===== src/rtl/led_frame_expander.sv =====
// Latches one frame of per-bin colors and LED counts, then streams exactly LEDS
// pixel colors over a valid/ready handshake. Bin 0 fills the lowest indices.
module led_frame_expander #(
    parameter int LEDS    = 50,
    parameter int BIN_QTY = 12,
    parameter int CW      = $clog2(LEDS)
) (
    input  logic                            clk,
    input  logic                            rst,
    input  logic [BIN_QTY-1:0][23:0]        rgb_i,
    input  logic [BIN_QTY-2:0][CW-1:0]      LEDCounts_i,
    input  logic                            start_i,
    output logic [23:0]                     pixel_o,
    output logic [CW-1:0]                   pixel_index_o,
    output logic                            pixel_valid_o,
    output logic                            pixel_last_o,
    input  logic                            pixel_ready_i,
    output logic                            busy_o,
    output logic                            done_o
);

    localparam int SW = CW + $clog2(BIN_QTY);
    localparam int BW = (BIN_QTY > 1) ? $clog2(BIN_QTY) : 1;

    typedef enum logic [1:0] {
        IDLE = 2'd0,
        LOAD = 2'd1,
        EMIT = 2'd2,
        DONE = 2'd3
    } state_t;

    state_t                        state_q, state_d;
    logic [BIN_QTY-1:0][23:0]      rgb_q, rgb_d;
    logic [BIN_QTY-1:0][CW-1:0]    cnt_q, cnt_d;
    logic [BW-1:0]                 bin_q, bin_d;
    logic [CW-1:0]                 rem_q, rem_d;
    logic [CW-1:0]                 pix_cnt_q, pix_cnt_d;

    logic [23:0]                   pixel_q, pixel_d;
    logic [CW-1:0]                 index_q, index_d;
    logic                          valid_q, valid_d;
    logic                          last_q, last_d;
    logic                          busy_q, busy_d;
    logic                          done_q, done_d;

    logic [SW-1:0]                 psum [BIN_QTY];
    logic [BW-1:0]                 bin_nx;
    logic [CW-1:0]                 last_bin_cnt;
    logic                          slot_free;

    // psum[k] is the total pixel count of bins 0..k-1
    assign psum[0] = '0;
    generate
        for (genvar gi = 0; gi < BIN_QTY - 1; gi++) begin : g_psum
            assign psum[gi+1] = psum[gi] + SW'(cnt_q[gi]);
        end
    endgenerate

    assign last_bin_cnt = (psum[BIN_QTY-1] < SW'(LEDS))
                        ? CW'(SW'(LEDS) - psum[BIN_QTY-1]) : '0;

    // Saturate at the last bin; reaching past it only happens on the final pixel.
    assign bin_nx = (bin_q == BW'(BIN_QTY - 1)) ? bin_q : bin_q + BW'(1);

    always_comb begin
        state_d   = state_q;
        rgb_d     = rgb_q;
        cnt_d     = cnt_q;
        bin_d     = bin_q;
        rem_d     = rem_q;
        pix_cnt_d = pix_cnt_q;
        pixel_d   = pixel_q;
        index_d   = index_q;
        valid_d   = valid_q;
        last_d    = last_q;
        done_d    = 1'b0;
        slot_free = 1'b0;

        case (state_q)
            IDLE: begin
                if (start_i) begin
                    rgb_d                = rgb_i;
                    cnt_d[BIN_QTY-2:0]   = LEDCounts_i;
                    cnt_d[BIN_QTY-1]     = '0;
                    bin_d                = '0;
                    rem_d                = '0;
                    pix_cnt_d            = '0;
                    state_d              = LOAD;
                end
            end

            LOAD: begin
                cnt_d[BIN_QTY-1] = last_bin_cnt;
                rem_d            = cnt_q[0];
                state_d          = EMIT;
            end

            EMIT: begin
                if (valid_q && pixel_ready_i) begin
                    if (last_q) begin
                        valid_d = 1'b0;
                        last_d  = 1'b0;
                        done_d  = 1'b1;
                        state_d = DONE;
                    end else begin
                        slot_free = 1'b1;
                    end
                end else if (!valid_q) begin
                    slot_free = 1'b1;
                end

                // Refill the output slot; a zero remaining count costs one bubble.
                if (slot_free) begin
                    if (rem_q == '0) begin
                        valid_d = 1'b0;
                        last_d  = 1'b0;
                        bin_d   = bin_nx;
                        rem_d   = cnt_q[bin_nx];
                    end else begin
                        valid_d   = 1'b1;
                        pixel_d   = rgb_q[bin_q];
                        index_d   = pix_cnt_q;
                        last_d    = (pix_cnt_q == CW'(LEDS - 1));
                        pix_cnt_d = pix_cnt_q + CW'(1);
                        // Step to the next bin together with its last pixel so
                        // non-empty bins stream back to back.
                        if (rem_q == CW'(1)) begin
                            bin_d = bin_nx;
                            rem_d = cnt_q[bin_nx];
                        end else begin
                            rem_d = rem_q - CW'(1);
                        end
                    end
                end
            end

            DONE: begin
                state_d = IDLE;
            end

            default: begin
                state_d = IDLE;
            end
        endcase

        busy_d = (state_d != IDLE);
    end

    always_ff @(posedge clk or posedge rst) begin
        if (rst) begin
            state_q   <= IDLE;
            rgb_q     <= '0;
            cnt_q     <= '0;
            bin_q     <= '0;
            rem_q     <= '0;
            pix_cnt_q <= '0;
            pixel_q   <= '0;
            index_q   <= '0;
            valid_q   <= 1'b0;
            last_q    <= 1'b0;
            busy_q    <= 1'b0;
            done_q    <= 1'b0;
        end else begin
            state_q   <= state_d;
            rgb_q     <= rgb_d;
            cnt_q     <= cnt_d;
            bin_q     <= bin_d;
            rem_q     <= rem_d;
            pix_cnt_q <= pix_cnt_d;
            pixel_q   <= pixel_d;
            index_q   <= index_d;
            valid_q   <= valid_d;
            last_q    <= last_d;
            busy_q    <= busy_d;
            done_q    <= done_d;
        end
    end

    assign pixel_o       = pixel_q;
    assign pixel_index_o = index_q;
    assign pixel_valid_o = valid_q;
    assign pixel_last_o  = last_q;
    assign busy_o        = busy_q;
    assign done_o        = done_q;

endmodule


===== config.mk =====
export PLATFORM = sky130hd
export DESIGN_NAME = led_frame_expander
export DESIGN_NICKNAME = d
export VERILOG_FILES = /design/src/rtl/led_frame_expander.sv
export SDC_FILE = /design/constraint.sdc
export NUM_CORES = 1
export LEC_CHECK = 0
export ABC_AREA = 1
export CORE_ASPECT_RATIO = 1.4
export CORE_MARGIN = 2
export CORE_UTILIZATION = 30
export DETAILED_ROUTE_END_ITERATION = 8
export DONT_BUFFER_PORTS = 1
export PLACE_DENSITY_LB_ADDON = 0.25
export SYNTH_ARGS = -nofsm -noshare
export SYNTH_HDL_FRONTEND = slang
export SYNTH_SLANG_ARGS = --single-unit

===== constraint.sdc =====
create_clock -name clk -period 25.1 [get_ports clk]
set_input_delay 7.53 -clock clk [delete_from_list [all_inputs] [get_ports clk]]
set_output_delay 7.53 -clock clk [all_outputs]
set_load 0.01 [all_outputs]

==> out/results.tsv, run 1 <==
stage	metric	value	unit
status	status	finished clean	
timing	final-setup-viol-count	0	
timing	final_max_slew_viol_count	0	
timing	fmax	0.09531	GHz
drt	wl_met1	29710	um
clock_network	cts-hold-fix-buffers	0	
final_layout	drive_gt1_frac	0.04473	
final_layout	mostFrequentLayoutCells	991 x nand2_1, 410 x dfrtp_1, 324 x o21ai_0	
timing	clock-skew-final	27.87	ps
critical_path	path_delay_family	buffers and inverters	
global_routing	grt_usage	0.2093	
clock_network	tritoncts	built	
timing	hold_violations	0	
die	core-area	67870	um^2
synthesis	synth_seq_cells	412	
timing	holdWs	473.2	ps
die	rows	113	
die	dieArea	70800	um^2
final_layout	n_fill_cell	7189	
drt	drtIter0Drc	1107	
timing	rsz0062_at_grt	false	
drt	route.antenna.remaining_nets	0	
die	ios	392	
timing	fin_crit	10490	ps
clock_network	clk_pin_slew	60	ps
clock_network	cts_root_buf	clkbuf_16	
critical_path	path_cells	nand2_4 > inv_8 > buf_4 > buf_4 > o21ai_0	
drt	drc	0	
global_routing	grt_max_degree	184	
clock_network	clkLatencyLatePin	590	ps
synthesis	ys.flop_type	dfrtp_1	
timing	worst_slew_pin_slew	1074	ps
synthesis	async_flop_share	1.000	
final_layout	final_common_cell	nand2_1	
critical_path	crit_top_cell	buf_4	
drt	firstDrtPassIters	6	
drt	wl_per_cell	21.97	um
critical_path	crit_fanout	183	
drt	dr.max_layer_used	met5	
placement	place_congestion	0.9281	
min_path	worstHoldPathType	reg -> reg	
critical_path	cp.arrival	10910	ps
synthesis	synth.area.top_cells	dfrtp_1 50%, nand2_1 18%, o21ai_0 7.9%, fa_1 5.1%, inv_1 4.1%	
die	start_util	0.3035	
synthesis	syn_area_per_cell	7.996	um^2
placement	io_buffers	0	
synthesis	synth_nets	3011	
synthesis	synth_largest_area_cell	dfrtp_1	
global_routing	grt_overflow	0	
synthesis	post_synth_inst_count	2576	
global_routing	grt_pass1_wl	110400	um
drt	via_per_inst	4.960	
clock_network	cts_resized	0	
timing	fin_tns_setup	0	ps
critical_path	required	25520	ps
synthesis	synth-edff-count	0	
clock_network	clock-sinks	412	
drt	wl_met2	36370	um
placement	dp_hpwl	53790	um
clock_network	htreeDepth	2	
critical_path	crit_buf_inv	3	
clock_network	cts_buffer_depth	3	
drt	vias	16860	
timing	min_period_over_period	0.4180	
drt	routed_wl	74670	um
final_layout	area_growth	10.26	%
critical_path	critPathSlowestCell	buf_4	
critical_path	start_kind	input pin	
flow_run	maxCapViolCount	0	
clock_network	post_cts_buffers	0	
global_routing	antenna_found_initial	21	
critical_path	cp-end-kind	register	
die	die_h	314.0	um
drt	wl_met3	5432	um
synthesis	synth_top_area_frac	0.5005	
synthesis	yosysSeqAreaShare	0.5005	
clock_network	cts_made_buffers	45	
final_layout	fin_nets	2927	
timing	slew_headroom	0.2837	
critical_path	cp_slowest_stage_delay	860	ps
die	die_w	225.5	um
synthesis	syn_area	20600	um^2
critical_path	crit_type	in -> reg	
synthesis	ys_types	38	
global_routing	grt_pass1_vias	16940	
synthesis	yosysWarningCount	0	
[area by class of cell]
class,count,area (um^2),share of cell area
Sequential cell,412,10320,0.4543
Multi-Input combinational cell,1780,8827,0.3887
Clock buffer,61,1226,0.05399
Tap cell,862,1079,0.04749
Inverter,233,890.9,0.03922
Clock inverter,20,193.9,0.008539
Timing Repair Buffer,20,150.1,0.006611
Antenna cell,11,27.53,0.001212
[registers in the layout, indices dropped and copies added, names as in the netlist]
signal         cells
bin_q              4
busy_o             1
cnt_q             72
done_o             1
pix_cnt_q          6
pixel_index_o      6
pixel_last_o       1
pixel_o           24
pixel_valid_o      1
rem_q              6
rgb_q            288
state_q            2
[per-layer routing]
| layer | vias up | global-route usage |
|---|---|---|
| met2 | 503 | 0.3476 |
| met1 | 8226 | 0.2558 |
| met5 | - | 0 |
| met4 | 14 | 0.08835 |
| met3 | 126 | 0.05647 |
| li1 | 7989 | - |
[cells by family (layout without fill, tap and decap cells)]
| kind of cell | count (synthesis) | after routing | share of synthesized area |
|---|---|---|---|
| xor+xnor | 5 | 5 | 0.002126 |
| simple gates | 1188 | 1188 | 0.2264 |
| compound gates | 510 | 510 | 0.1334 |
| fa+ha+maj | 77 | 77 | 0.06572 |
| flops | 412 | 412 | 0.5005 |
| other cells | 0 | 11 | 0 |
| buf+inv | 384 | 334 | 0.07186 |
[per-stage QoR]
stage | worst slack [ps] | std cells | utilization | area (um^2)
after global routing | 14230 | 3398 | 0.3346 | 22710
after detailed placement | 13890 | 3307 | 0.3133 | 21260
final | 14610 | 3399 | 0.3347 | 22710
after CTS | 14550 | 3388 | 0.3343 | 22680
after global placement | 14050 | 3307 | 0.3133 | 21260
after floorplan | 6105 | 2576 | - | 20600
[synth_stat cells, types with 2 or more instances]
library cell    n
nand2_1       992
dfrtp_1       412
o21ai_0       324
inv_1         227
clkbuf_1      119
a21oi_1       109
nand3_1        95
nor2_1         73
fa_1           52
o211ai_1       32
ha_1           25
o21a_1         20
buf_2          19
buf_1           9
nand4_1         8
o22ai_1         8
nor3_1          6
a22o_1          5
o21ai_1         5
buf_4           4
or2_2           4
xor2_1          4
clkinv_1        3
inv_2           3
nand2_2         2
nor3b_1         2
nor4_1          2
o21ai_4         2
[path summary, 6_finish.rpt]
| check | slack (ps) | cells after the start | from | to |
|---|---|---|---|---|
| max | 14610 | 5 | start_i | rgb_q[133]$_DFFE_PP0P_ |
| min | 470 | 2 | rgb_q[10]$_DFFE_PP0P_ | rgb_q[10]$_DFFE_PP0P_ |
| max reg2reg | 19970 | 16 | cnt_q[20]$_DFFE_PP0P_ | cnt_q[66]$_DFFE_PP0P_ |
| min reg2reg | 470 | 2 | rgb_q[10]$_DFFE_PP0P_ | rgb_q[10]$_DFFE_PP0P_ |
| max in group asynchronous | 15860 | 3 | rst | rgb_q[14]$_DFFE_PP0P_ |
| min in group asynchronous | 6960 | 1 | rst | cnt_q[47]$_DFFE_PP0P_ |
[worst min-delay path: cells and delay by family, from the launching register on]
| kind | cells | cell delay [ps] |
|---|---|---|
| flip-flops | 1 | 340 |
| AND/OR/NAND/NOR | 2 | 100 |
Power of run 1 is not shown: default switching activity piles up to over one toggle a cycle in this logic, so the estimate is an artifact.
==> inputs of run 2 (changes only) <==
==> constraint.sdc (replaced) <==
create_clock -name clk -period 10.28 [get_ports clk]
set_input_delay 3.084 -clock clk [delete_from_list [all_inputs] [get_ports clk]]
set_output_delay 3.084 -clock clk [all_outputs]
set_load 0.01 [all_outputs]
==> run 2 against run 1 <==
Net effect:
- first-iteration DRC count increased by 7.1%
- worst hold slack got worse by 2.8 ps
- routed wire length decreased by 0.25%
- non-clock buffer count decreased by 2
- die area unchanged
- cell area increased by 0.88%
- sequential cell count unchanged
==> out/results.tsv, run 2 (same netlist as run 1, synthesis figures left out) <==
stage	metric	value	unit	change
critical_path	crit_fanout	6		-97%
clock_network	clkLatencyLatePin	590	ps	about the same
global_routing	grt_pass1_wl	110800	um	+0.39%
critical_path	path_cells	inv_1 > fa_1 > inv_1 > fa_1 > fa_1 > fa_1 > inv_1 > fa_1 > inv_1 > ha_1 > inv_1 > fa_1 > inv_1 > nor3_1 > o311ai_0 > o21ai_0		
status	status	finished clean		
final_layout	largest_register	rgb_q		
final_layout	fin_nets	2925		-0.068%
final_layout	drive_gt1_frac	0.04713		+0.002394
timing	fin_tns_setup	0	ps	unchanged
timing	fmax	0.1922	GHz	
flow_run	maxCapViolCount	0		unchanged
drt	drtIter0Drc	1186		+7.1%
global_routing	grt_pass1_vias	17250		+1.8%
timing	fin_crit	5202	ps	
drt	route.antenna.remaining_nets	0		unchanged
clock_network	htreeDepth	2		unchanged
global_routing	grt_usage	0.2111		+0.001830
final_layout	area_growth	11.23	%	
timing	clock-skew-final	16.93	ps	-10.94 ps
die	start_util	0.3035		unchanged
placement	place_congestion	0.8938		-3.7%
clock_network	cts_root_buf	clkbuf_16		
global_routing	grt_overflow	0		unchanged
timing	hold_violations	0		unchanged
critical_path	crit_type	reg -> reg		
clock_network	cts-hold-fix-buffers	0		unchanged
global_routing	grt_max_degree	191		+3.8%
critical_path	start_kind	register		
drt	routed_wl	74490	um	-0.25%
die	dieArea	70800	um^2	unchanged
final_layout	mostFrequentLayoutCells	991 x nand2_1, 410 x dfrtp_1, 324 x o21ai_0		
critical_path	cp-end-kind	register		
clock_network	clk_pin_slew	60	ps	about the same
final_layout	largest_reg_flops	288		unchanged
critical_path	critPathSlowestCell	o311ai_0		
critical_path	required	10690	ps	-14830 ps
drt	wl_per_cell	21.88	um	-0.39%
timing	min_period_over_period	0.5060		
die	ios	392		unchanged
placement	dp_hpwl	54090	um	+0.56%
clock_network	cts_buffer_depth	3		unchanged
critical_path	path_delay_family	adder cells		
critical_path	cp.arrival	5620	ps	-5290 ps
clock_network	tritoncts	built		
timing	worst_slew_pin_slew	1088	ps	+13.23 ps
timing	final-setup-viol-count	0		unchanged
clock_network	cts_resized	0		unchanged
global_routing	antenna_found_initial	28		+33%
clock_network	clock-sinks	412		unchanged
drt	drc	0		unchanged
die	core-area	67870	um^2	unchanged
die	rows	113		unchanged
timing	rsz0062_at_grt	false		
drt	via_per_inst	4.927		-0.67%
die	die_h	314.0	um	unchanged
die	die_w	225.5	um	unchanged
timing	slew_headroom	0.2749		-0.008821
critical_path	crit_buf_inv	6		+3
min_path	worstHoldPathType	reg -> reg		
clock_network	post_cts_buffers	0		unchanged
placement	io_buffers	0		unchanged
drt	vias	16770		-0.52%
critical_path	cp_slowest_stage_delay	820	ps	-40 ps
clock_network	cts_made_buffers	45		unchanged
timing	final_max_slew_viol_count	0		unchanged
drt	firstDrtPassIters	5		-1
final_layout	final_common_cell	nand2_1		
==> run 2: cell count changes in the layout (fill, tap and decap cells not counted), moves of 2 or more <==
cell       previous run  this run
inv_16                2         0
clkbuf_1             12         5
clkinv_4              0         2
clkbuf_8              4         9
bufinv_16             2         5
buf_4                20        13
buf_12                0         4
diode_2              11        17
==> run 2: final cells by class <==
class	count	area, um^2
fillers	7174	44950
diodes	17	42.54
flip-flops and latches	412	10320
inverters	233	887.1
well taps	862	1079
clock inverters	22	259.0
clock buffers	60	1294
multi-input cells	1780	8827
repair buffers	18	205.2
==> run 2: per-stage QoR <==
stage / area [um^2] / hold slack, ps / cells / utilization / setup slack (ps)
floorplan: 20600 / 443.6 / 2576 / - / 1642
global placement: 21290 / 456.1 / 3304 / 0.3137 / 4543
detailed placement: 21290 / 459.7 / 3304 / 0.3137 / 4490
CTS: 22840 / 476.1 / 3386 / 0.3366 / 5074
global route: 22900 / 494.3 / 3400 / 0.3374 / 4757
finish: 22910 / 470.4 / 3404 / 0.3376 / 5078
==> run 2: worst paths after layout <==
| check | start | slack [ps] | endpoint | cells past startpoint |
|---|---|---|---|---|
| hold / removal | rgb_q[212]$_DFFE_PP0P_ | 470 | rgb_q[212]$_DFFE_PP0P_ | 2 |
| hold reg to reg | rgb_q[212]$_DFFE_PP0P_ | 470 | rgb_q[212]$_DFFE_PP0P_ | 2 |
| max in group asynchronous | rst | 6310 | rgb_q[20]$_DFFE_PP0P_ | 3 |
| min in group asynchronous | rst | 2620 | cnt_q[65]$_DFFE_PP0P_ | 2 |
| setup / recovery | cnt_q[2]$_DFFE_PP0P_ | 5080 | cnt_q[71]$_DFFE_PP0P_ | 16 |
| setup reg to reg | cnt_q[2]$_DFFE_PP0P_ | 5080 | cnt_q[71]$_DFFE_PP0P_ | 16 |
==> run 2: worst register-to-register path, cell delays in order, from the launching register on <==
cell and delay, ps:
dfrtp_1 370, inv_1 80, fa_1 550, inv_1 60
fa_1 540, fa_1 450, fa_1 500, inv_1 50
fa_1 450, inv_1 90, ha_1 160, inv_1 60
fa_1 490, inv_1 130, nor3_1 60, o311ai_0 820
o21ai_0 180
==> run 2: routing by layer <==
layer	wire, um	GRT usage	part of all wire
met5	121	0	0.0016
met4	3408	0.1001	0.046
met3	5513	0.05917	0.074
met2	35900	0.3481	0.48
met1	29550	0.2543	0.40
Power of run 2 is left out for the same reason.
